===== src/rtl/hc4e_pkg.sv =====
// Shared definitions for the HC4E clock sequencer: FSM state encoding and
// prescaler width.
package hc4e_pkg;

  typedef enum logic [1:0] {
    HALT    = 2'd0,
    RUN_LO  = 2'd1,
    RUN_HI  = 2'd2,
    STEP_HI = 2'd3
  } state_t;

  localparam int unsigned PRESC_W = 24;

endpackage


===== src/rtl/hc4e_debounce.sv =====
// Button conditioner: 2-flop synchronizer, stable-sample debouncer and
// rising-edge detector producing a single-cycle pulse.
module hc4e_debounce #(
  parameter int unsigned DEB_CYCLES = 200_000
) (
  input  logic clock,
  input  logic nReset,
  input  logic btn,
  output logic pulse
);

  localparam int unsigned CW = (DEB_CYCLES > 1) ? $clog2(DEB_CYCLES) : 1;
  localparam logic [CW-1:0] LAST = CW'(DEB_CYCLES - 1);

  logic          sync_a;
  logic          sync_b;
  logic          level;
  logic          level_d;
  logic [CW-1:0] cnt;

  // Two-stage synchronizer for the asynchronous button input.
  always_ff @(posedge clock or negedge nReset) begin
    if (!nReset) begin
      sync_a <= 1'b0;
      sync_b <= 1'b0;
    end else begin
      sync_a <= btn;
      sync_b <= sync_a;
    end
  end

  // Debounced level flips only after DEB_CYCLES consecutive differing samples.
  always_ff @(posedge clock or negedge nReset) begin
    if (!nReset) begin
      level <= 1'b0;
      cnt   <= '0;
    end else if (sync_b == level) begin
      cnt <= '0;
    end else if (cnt == LAST) begin
      level <= sync_b;
      cnt   <= '0;
    end else begin
      cnt <= cnt + CW'(1);
    end
  end

  // Delayed copy of the debounced level for edge detection.
  always_ff @(posedge clock or negedge nReset) begin
    if (!nReset) begin
      level_d <= 1'b0;
    end else begin
      level_d <= level;
    end
  end

  assign pulse = level & ~level_d;

endmodule


===== src/rtl/hc4e_clock_sequencer.sv =====
// Core clock sequencer: free-running RUN mode, single step, run/halt toggle
// and address breakpoint, with a retired-instruction counter.
module hc4e_clock_sequencer
  import hc4e_pkg::*;
#(
  parameter int unsigned HALF_PERIOD = 10_000_000,
  parameter int unsigned STEP_HALF   = 1000,
  parameter int unsigned DEB_CYCLES  = 200_000,
  parameter int unsigned START_RUN   = 1
) (
  input  logic        clock,
  input  logic        nReset,
  input  logic        btn_run,
  input  logic        btn_step,
  input  logic        bp_en,
  input  logic [7:0]  bp_addr,
  input  logic [7:0]  pc_in,
  output logic        cpu_clk,
  output logic        halted,
  output logic        bp_hit,
  output logic [15:0] retired
);

  localparam logic [PRESC_W-1:0] RUN_LAST  = PRESC_W'(HALF_PERIOD - 1);
  localparam logic [PRESC_W-1:0] STEP_LAST = PRESC_W'(STEP_HALF - 1);
  localparam state_t             RST_STATE = (START_RUN != 0) ? RUN_LO : HALT;

  state_t               state;
  state_t               state_next;
  logic [PRESC_W-1:0]   presc;
  logic                 halt_pend;
  logic                 halt_pend_next;
  logic                 skip_bp;
  logic                 skip_bp_next;
  logic                 bp_hit_next;
  logic                 retire_inc;
  logic                 tc;
  logic                 halt_req;
  logic                 bp_match;
  logic                 run_p;
  logic                 step_p;

  hc4e_debounce #(.DEB_CYCLES(DEB_CYCLES)) u_deb_run (
    .clock  (clock),
    .nReset (nReset),
    .btn    (btn_run),
    .pulse  (run_p)
  );

  hc4e_debounce #(.DEB_CYCLES(DEB_CYCLES)) u_deb_step (
    .clock  (clock),
    .nReset (nReset),
    .btn    (btn_step),
    .pulse  (step_p)
  );

  // Next-state, stop-condition and side-flag decode.
  always_comb begin
    state_next     = state;
    halt_pend_next = halt_pend;
    skip_bp_next   = skip_bp;
    bp_hit_next    = bp_hit;
    retire_inc     = 1'b0;
    tc             = (presc == ((state == STEP_HI) ? STEP_LAST : RUN_LAST));
    halt_req       = halt_pend | run_p;
    bp_match       = bp_en && (pc_in == bp_addr) && !skip_bp;
    case (state)
      HALT: begin
        if (run_p) begin
          state_next   = RUN_LO;
          skip_bp_next = 1'b1;
        end else if (step_p) begin
          state_next = STEP_HI;
          retire_inc = 1'b1;
        end
      end
      RUN_LO: begin
        // A run press landing on the tc cycle itself counts as pending.
        halt_pend_next = halt_req;
        if (tc) begin
          if (halt_req || bp_match) begin
            state_next     = HALT;
            bp_hit_next    = bp_match;
            halt_pend_next = 1'b0;
          end else begin
            state_next   = RUN_HI;
            retire_inc   = 1'b1;
            skip_bp_next = 1'b0;
          end
        end
      end
      RUN_HI: begin
        halt_pend_next = halt_req;
        if (tc) begin
          state_next = RUN_LO;
        end
      end
      STEP_HI: begin
        if (tc) begin
          state_next = HALT;
        end
      end
      default: begin
        state_next = HALT;
      end
    endcase
  end

  // State, flags and prescaler registers.
  always_ff @(posedge clock or negedge nReset) begin
    if (!nReset) begin
      state     <= RST_STATE;
      presc     <= '0;
      halt_pend <= 1'b0;
      skip_bp   <= 1'b1;
      bp_hit    <= 1'b0;
    end else begin
      state     <= state_next;
      halt_pend <= halt_pend_next;
      skip_bp   <= skip_bp_next;
      bp_hit    <= bp_hit_next;
      if ((state_next != state) || (state == HALT)) begin
        presc <= '0;
      end else begin
        presc <= presc + PRESC_W'(1);
      end
    end
  end

  // Registered outputs decoded from the next state.
  always_ff @(posedge clock or negedge nReset) begin
    if (!nReset) begin
      cpu_clk <= 1'b0;
      halted  <= (START_RUN == 0);
      retired <= '0;
    end else begin
      cpu_clk <= (state_next == RUN_HI) || (state_next == STEP_HI);
      halted  <= (state_next == HALT);
      if (retire_inc) begin
        retired <= retired + 16'd1;
      end
    end
  end

endmodule

===== config.mk =====
export PLATFORM = sky130hd
export DESIGN_NAME = hc4e_clock_sequencer
export DESIGN_NICKNAME = d
export VERILOG_FILES = /design/src/rtl/hc4e_pkg.sv /design/src/rtl/hc4e_debounce.sv /design/src/rtl/hc4e_clock_sequencer.sv
export SDC_FILE = /design/constraint.sdc
export NUM_CORES = 1
export LEC_CHECK = 0
export CAP_MARGIN = 0
export CORE_MARGIN = 5
export CORE_UTILIZATION = 30
export DETAILED_ROUTE_END_ITERATION = 10
export PLACE_DENSITY = 0.55
export SLEW_MARGIN = 15
export SYNTH_ARGS = -nofsm -noshare
export SYNTH_HDL_FRONTEND = slang
export SYNTH_SLANG_ARGS = --single-unit

===== constraint.sdc =====
create_clock -name clock -period 5 [get_ports clock]
set_input_delay 1.5 -clock clock [delete_from_list [all_inputs] [get_ports clock]]
set_output_delay 1.5 -clock clock [all_outputs]
set_load 0.01 [all_outputs]

==> metrics.txt <==
# TYPE chip_impl_metric gauge
chip_impl_info{name="run_status",value="completed"} 1
chip_impl_metric{name="finalWorstPathRequiredPeriod",unit="ns"} 3.49
chip_impl_metric{name="syn_inst",unit=""} 441
chip_impl_metric{name="ctsHoldBuffers",unit=""} 0
chip_impl_metric{name="drv_cap",unit=""} 0
chip_impl_metric{name="clk_pin_slew",unit="ns"} 0.06
chip_impl_metric{name="iter_0_drt_violations",unit=""} 205
chip_impl_metric{name="grt_overflow",unit=""} 0
chip_impl_metric{name="final.setup.tns",unit="ns"} 0
chip_impl_info{name="worst_setup_path_end_kind",value="register"} 1
chip_impl_metric{name="numClockSinks",unit=""} 91
chip_impl_info{name="hold_path_startpoint",value="u_deb_run.sync_a"} 1
chip_impl_info{name="cts-root-buf",value="sky130_fd_sc_hd__clkbuf_16"} 1
chip_impl_info{name="ys.flop_type",value="sky130_fd_sc_hd__dfrtp_1"} 1
chip_impl_metric{name="tritoncts.num_buffers",unit=""} 9
chip_impl_metric{name="power.share.clock",unit="%"} 44.9
chip_impl_metric{name="seqPwrFrac",unit="%"} 51.7
chip_impl_metric{name="post-route-util",unit="%"} 35.9
chip_impl_metric{name="synth-edff-count",unit=""} 0
chip_impl_metric{name="skew",unit="ns"} 0.00586
chip_impl_metric{name="postSynthRegisterBits",unit=""} 91
chip_impl_metric{name="gp_congestion",unit=""} 0.788
chip_impl_metric{name="die_footprint",unit="um2"} 17800
chip_impl_metric{name="max-vdd-ir-drop",unit="mV"} 0.176
chip_impl_metric{name="power_density",unit="nW/um2"} 266
chip_impl_metric{name="dieWidth",unit="um"} 134
chip_impl_metric{name="number_of_hold_slack_violations_in_the_final_timing_report",unit=""} 0
chip_impl_metric{name="worst_ep_required_time",unit="ns"} 5.18
chip_impl_metric{name="hold_ws",unit="ns"} 0.348
chip_impl_metric{name="setup-violations-final",unit=""} 0
chip_impl_metric{name="worst_skew_pair.late_latency",unit="ns"} 0.34
chip_impl_metric{name="maxSlewHeadroom",unit="%"} 41.5
chip_impl_metric{name="post_route_cells_drive_above_1_share",unit="%"} 6.21
chip_impl_metric{name="row_count",unit=""} 45
chip_impl_metric{name="reg2reg_setup_slack",unit="ns"} 1.84
chip_impl_metric{name="power_switching",unit="uW"} 306
chip_impl_metric{name="tightest_slew",unit="ns"} 0.878
chip_impl_metric{name="period_share",unit="%"} 69.9
chip_impl_metric{name="pin_count",unit=""} 40
chip_impl_metric{name="h-tree-depth",unit=""} 3
chip_impl_info{name="crit-reg2reg-launch",value="state[1]"} 1
chip_impl_info{name="timing_worst_setup_path_type",value="primary input to register"} 1
chip_impl_metric{name="place_ws",unit="ns"} 1.13
chip_impl_info{name="grt_setup_unrepaired",value="no"} 1
chip_impl_metric{name="fmax",unit="MHz"} 286
chip_impl_metric{name="detailed_place_hpwl",unit="mm"} 6.50
chip_impl_metric{name="drt-wirelength-per-cell",unit="um"} 13.7
chip_impl_metric{name="first_global_vias",unit=""} 3367
chip_impl_metric{name="clock_tree.buffer_depth",unit=""} 2
chip_impl_metric{name="grt_pass1_wl",unit="mm"} 16.1
chip_impl_metric{name="portion_of_total_power_attributed_to_combinational_logic",unit="%"} 3.4
chip_impl_metric{name="count_of_unique_library_cells_instantiated_by_yosys",unit=""} 44
chip_impl_metric{name="post_drt_via_cell_ratio",unit=""} 4.89
chip_impl_info{name="hold_path_end",value="u_deb_run.sync_b"} 1
chip_impl_metric{name="sw_frac_of_total",unit="%"} 21.2
chip_impl_metric{name="fraction_of_the_yosys_area_taken_by_sequential_cells",unit="%"} 49.8
chip_impl_metric{name="post_synthesis_to_final_layout_area_growth",unit="%"} 18.5
chip_impl_metric{name="critical_path_arrival",unit="ns"} 3.68
chip_impl_metric{name="setup_slack",unit="ns"} 1.51
chip_impl_metric{name="drt-pass1-iter-count",unit=""} 6
chip_impl_metric{name="grt_antenna_before_repair",unit=""} 0
chip_impl_metric{name="coreArea",unit="um2"} 15100
chip_impl_metric{name="maximum_number_of_pins_on_one_net_before_global_route_repair",unit=""} 63
chip_impl_metric{name="io_buffers",unit=""} 39
chip_impl_metric{name="crit_path_max_fanout",unit=""} 12
chip_impl_metric{name="worst-r2r-cell-count",unit=""} 7
chip_impl_metric{name="antenna_cells_inserted",unit=""} 0
chip_impl_info{name="class_of_the_tightest_hold_or_removal_check",value="register to register"} 1
chip_impl_metric{name="total_leakage_power",unit="uW"} 0.00228
chip_impl_metric{name="fillerInstances",unit=""} 1534
chip_impl_metric{name="mappedNetlistArea",unit="um2"} 4580
chip_impl_metric{name="post_cts_resized",unit=""} 0
chip_impl_metric{name="grt_usage",unit="%"} 10.9
chip_impl_metric{name="worst_hold_path.num_cells",unit=""} 0
chip_impl_metric{name="synth_nets",unit=""} 470
chip_impl_metric{name="drc_errors",unit=""} 0
chip_impl_metric{name="die-height",unit="um"} 134
chip_impl_info{name="worst_setup_path_start_kind",value="primary input"} 1
chip_impl_metric{name="synthesis.area_per_instance",unit="um2"} 10.4
chip_impl_metric{name="start_util",unit="%"} 30.3
chip_impl_metric{name="timing_max_transition_violations_final",unit=""} 0
chip_impl_info{name="critical_path.reg2reg.endpoint",value="presc[18]"} 1
chip_impl_metric{name="postRouteWirelength",unit="mm"} 9.18
chip_impl_metric{name="number_of_buffers_added_for_setup_after_cts",unit=""} 0
chip_impl_metric{name="ys_async_sr_fraction",unit="%"} 100
chip_impl_metric{name="detail-route-antenna-nets",unit=""} 0
chip_impl_metric{name="route.vias.total",unit=""} 3278
chip_impl_metric{name="power.internal",unit="uW"} 1140
chip_impl_metric{name="net_total_in_the_final_layout",unit=""} 508
chip_impl_info{name="tritoncts",value="done"} 1
chip_impl_metric{name="ys_warn_count",unit=""} 0
[cell type report]
cell class / instances / area, um2 / share of cell area [%]
clock buffer: 14 / 274 / 5.05
clock inverter: 1 / 7.51 / 0.138
inverter: 12 / 45.0 / 0.831
multi-input combinational: 324 / 2180 / 40.2
sequential: 91 / 2280 / 42.0
tap: 188 / 235 / 4.34
timing repair buffer: 41 / 403 / 7.43
[registers in the layout, indices dropped and copies added, names as in the netlist]
signal,count
cpu_clk,1
bp_hit,1
halted,1
state,2
u_deb_step.cnt,18
u_deb_run.level_d,1
presc,24
retired,16
u_deb_run.sync_b,1
u_deb_step.level,1
u_deb_step.level_d,1
u_deb_step.sync_a,1
u_deb_run.sync_a,1
skip_bp,1
halt_pend,1
u_deb_step.sync_b,1
u_deb_run.cnt,18
u_deb_run.level,1
[cell usage after synthesis (10+ instances only)]
cell                        n  share of area [%]
sky130_fd_sc_hd__dfrtp_1   89                 49
sky130_fd_sc_hd__nor2_1    56                4.6
sky130_fd_sc_hd__xor2_1    55                 11
sky130_fd_sc_hd__nand3_1   32                3.5
sky130_fd_sc_hd__xnor2_1   25                4.8
sky130_fd_sc_hd__a211oi_1  24                3.9
sky130_fd_sc_hd__nand2_1   24                2.0
sky130_fd_sc_hd__nand4_1   13                1.8
sky130_fd_sc_hd__inv_1     12               0.98
sky130_fd_sc_hd__and3_1    10                1.4
[per-stage QoR]
| stage | total power [uW] | cells | cell area [um2] |
|---|---|---|---|
| 2_1_floorplan | 776 | 441 | 4580 |
| 3_3_place_gp | 810 | 656 | 5140 |
| 3_5_place_dp | 812 | 656 | 5140 |
| 4_1_cts | 1470 | 671 | 5420 |
| 5_1_grt | 1510 | 671 | 5420 |
| 6_report | 1450 | 671 | 5420 |
[cells in the final DEF, fill, tap and decap left out, types with 5 or more instances in the layout]
cell type	synthesis	routed
sky130_fd_sc_hd__and3_1	10	10
sky130_fd_sc_hd__xor2_1	55	55
sky130_fd_sc_hd__nand3_1	32	32
sky130_fd_sc_hd__nand4_1	13	13
sky130_fd_sc_hd__nand2_1	24	24
sky130_fd_sc_hd__dfrtp_1	89	89
sky130_fd_sc_hd__ha_1	8	8
sky130_fd_sc_hd__clkbuf_16	0	9
sky130_fd_sc_hd__and2_1	5	5
sky130_fd_sc_hd__nor2b_1	6	6
sky130_fd_sc_hd__and4_1	6	6
sky130_fd_sc_hd__xnor2_1	25	25
sky130_fd_sc_hd__inv_1	12	12
sky130_fd_sc_hd__nor3_1	8	8
sky130_fd_sc_hd__nor4_1	8	8
sky130_fd_sc_hd__nor2_1	56	56
sky130_fd_sc_hd__a211oi_1	24	24
sky130_fd_sc_hd__clkdlybuf4s50_1	0	38
[critical path: stages]
cell,delay [ns]
sky130_fd_sc_hd__clkdlybuf4s50_1,0.42
sky130_fd_sc_hd__xor2_1,0.16
sky130_fd_sc_hd__nor4_1,0.34
sky130_fd_sc_hd__a31oi_1,0.24
sky130_fd_sc_hd__and4b_1,0.26
sky130_fd_sc_hd__nor2_1,0.58
sky130_fd_sc_hd__a211oi_1,0.17
[power groups by stage]
stage / Sequential [uW] / Combinational, uW / Clock (uW)
finish: 747 / 49.5 / 649
CTS: 747 / 52.0 / 670
detailed placement: 760 / 51.8 / 0
floorplan: 759 / 16.3 / 0
global route: 747 / 57.4 / 702
global placement: 760 / 50.1 / 0
[cells by family after synthesis]
family	synth area share (%)
buffers and inverters	2.60
AO/OA/AOI/OAI	6.81
adder cells (fa/ha/maj)	2.19
XOR/XNOR	15.3
flip-flops	49.8
multiplexers	0.984
AND/OR/NAND/NOR	22.3
[per-layer routing]
metal / track usage [%] / vias up / share of wire, %
li1: - / 1612 / -
met1: 13.7 / 1610 / 47
met2: 18.0 / 43 / 48
met3: 3.25 / 13 / 2.7
met4: 3.49 / 0 / 1.7
met5: 0 / - / 0
[how the worst max path moves through the flow]
stage	cells after the start	slack, ns	startpoint	end
after floorplan	6	1.85	bp_addr[7]	retired[1]
after global placement	7	1.16	bp_addr[7]	presc[16]
after detailed placement	7	1.13	bp_addr[1]	presc[18]
after global routing	7	1.30	bp_addr[1]	presc[17]
after CTS	7	1.50	bp_addr[1]	presc[18]
final	7	1.51	bp_addr[1]	presc[18]
Note: power is estimated with default switching activity, not from simulation.
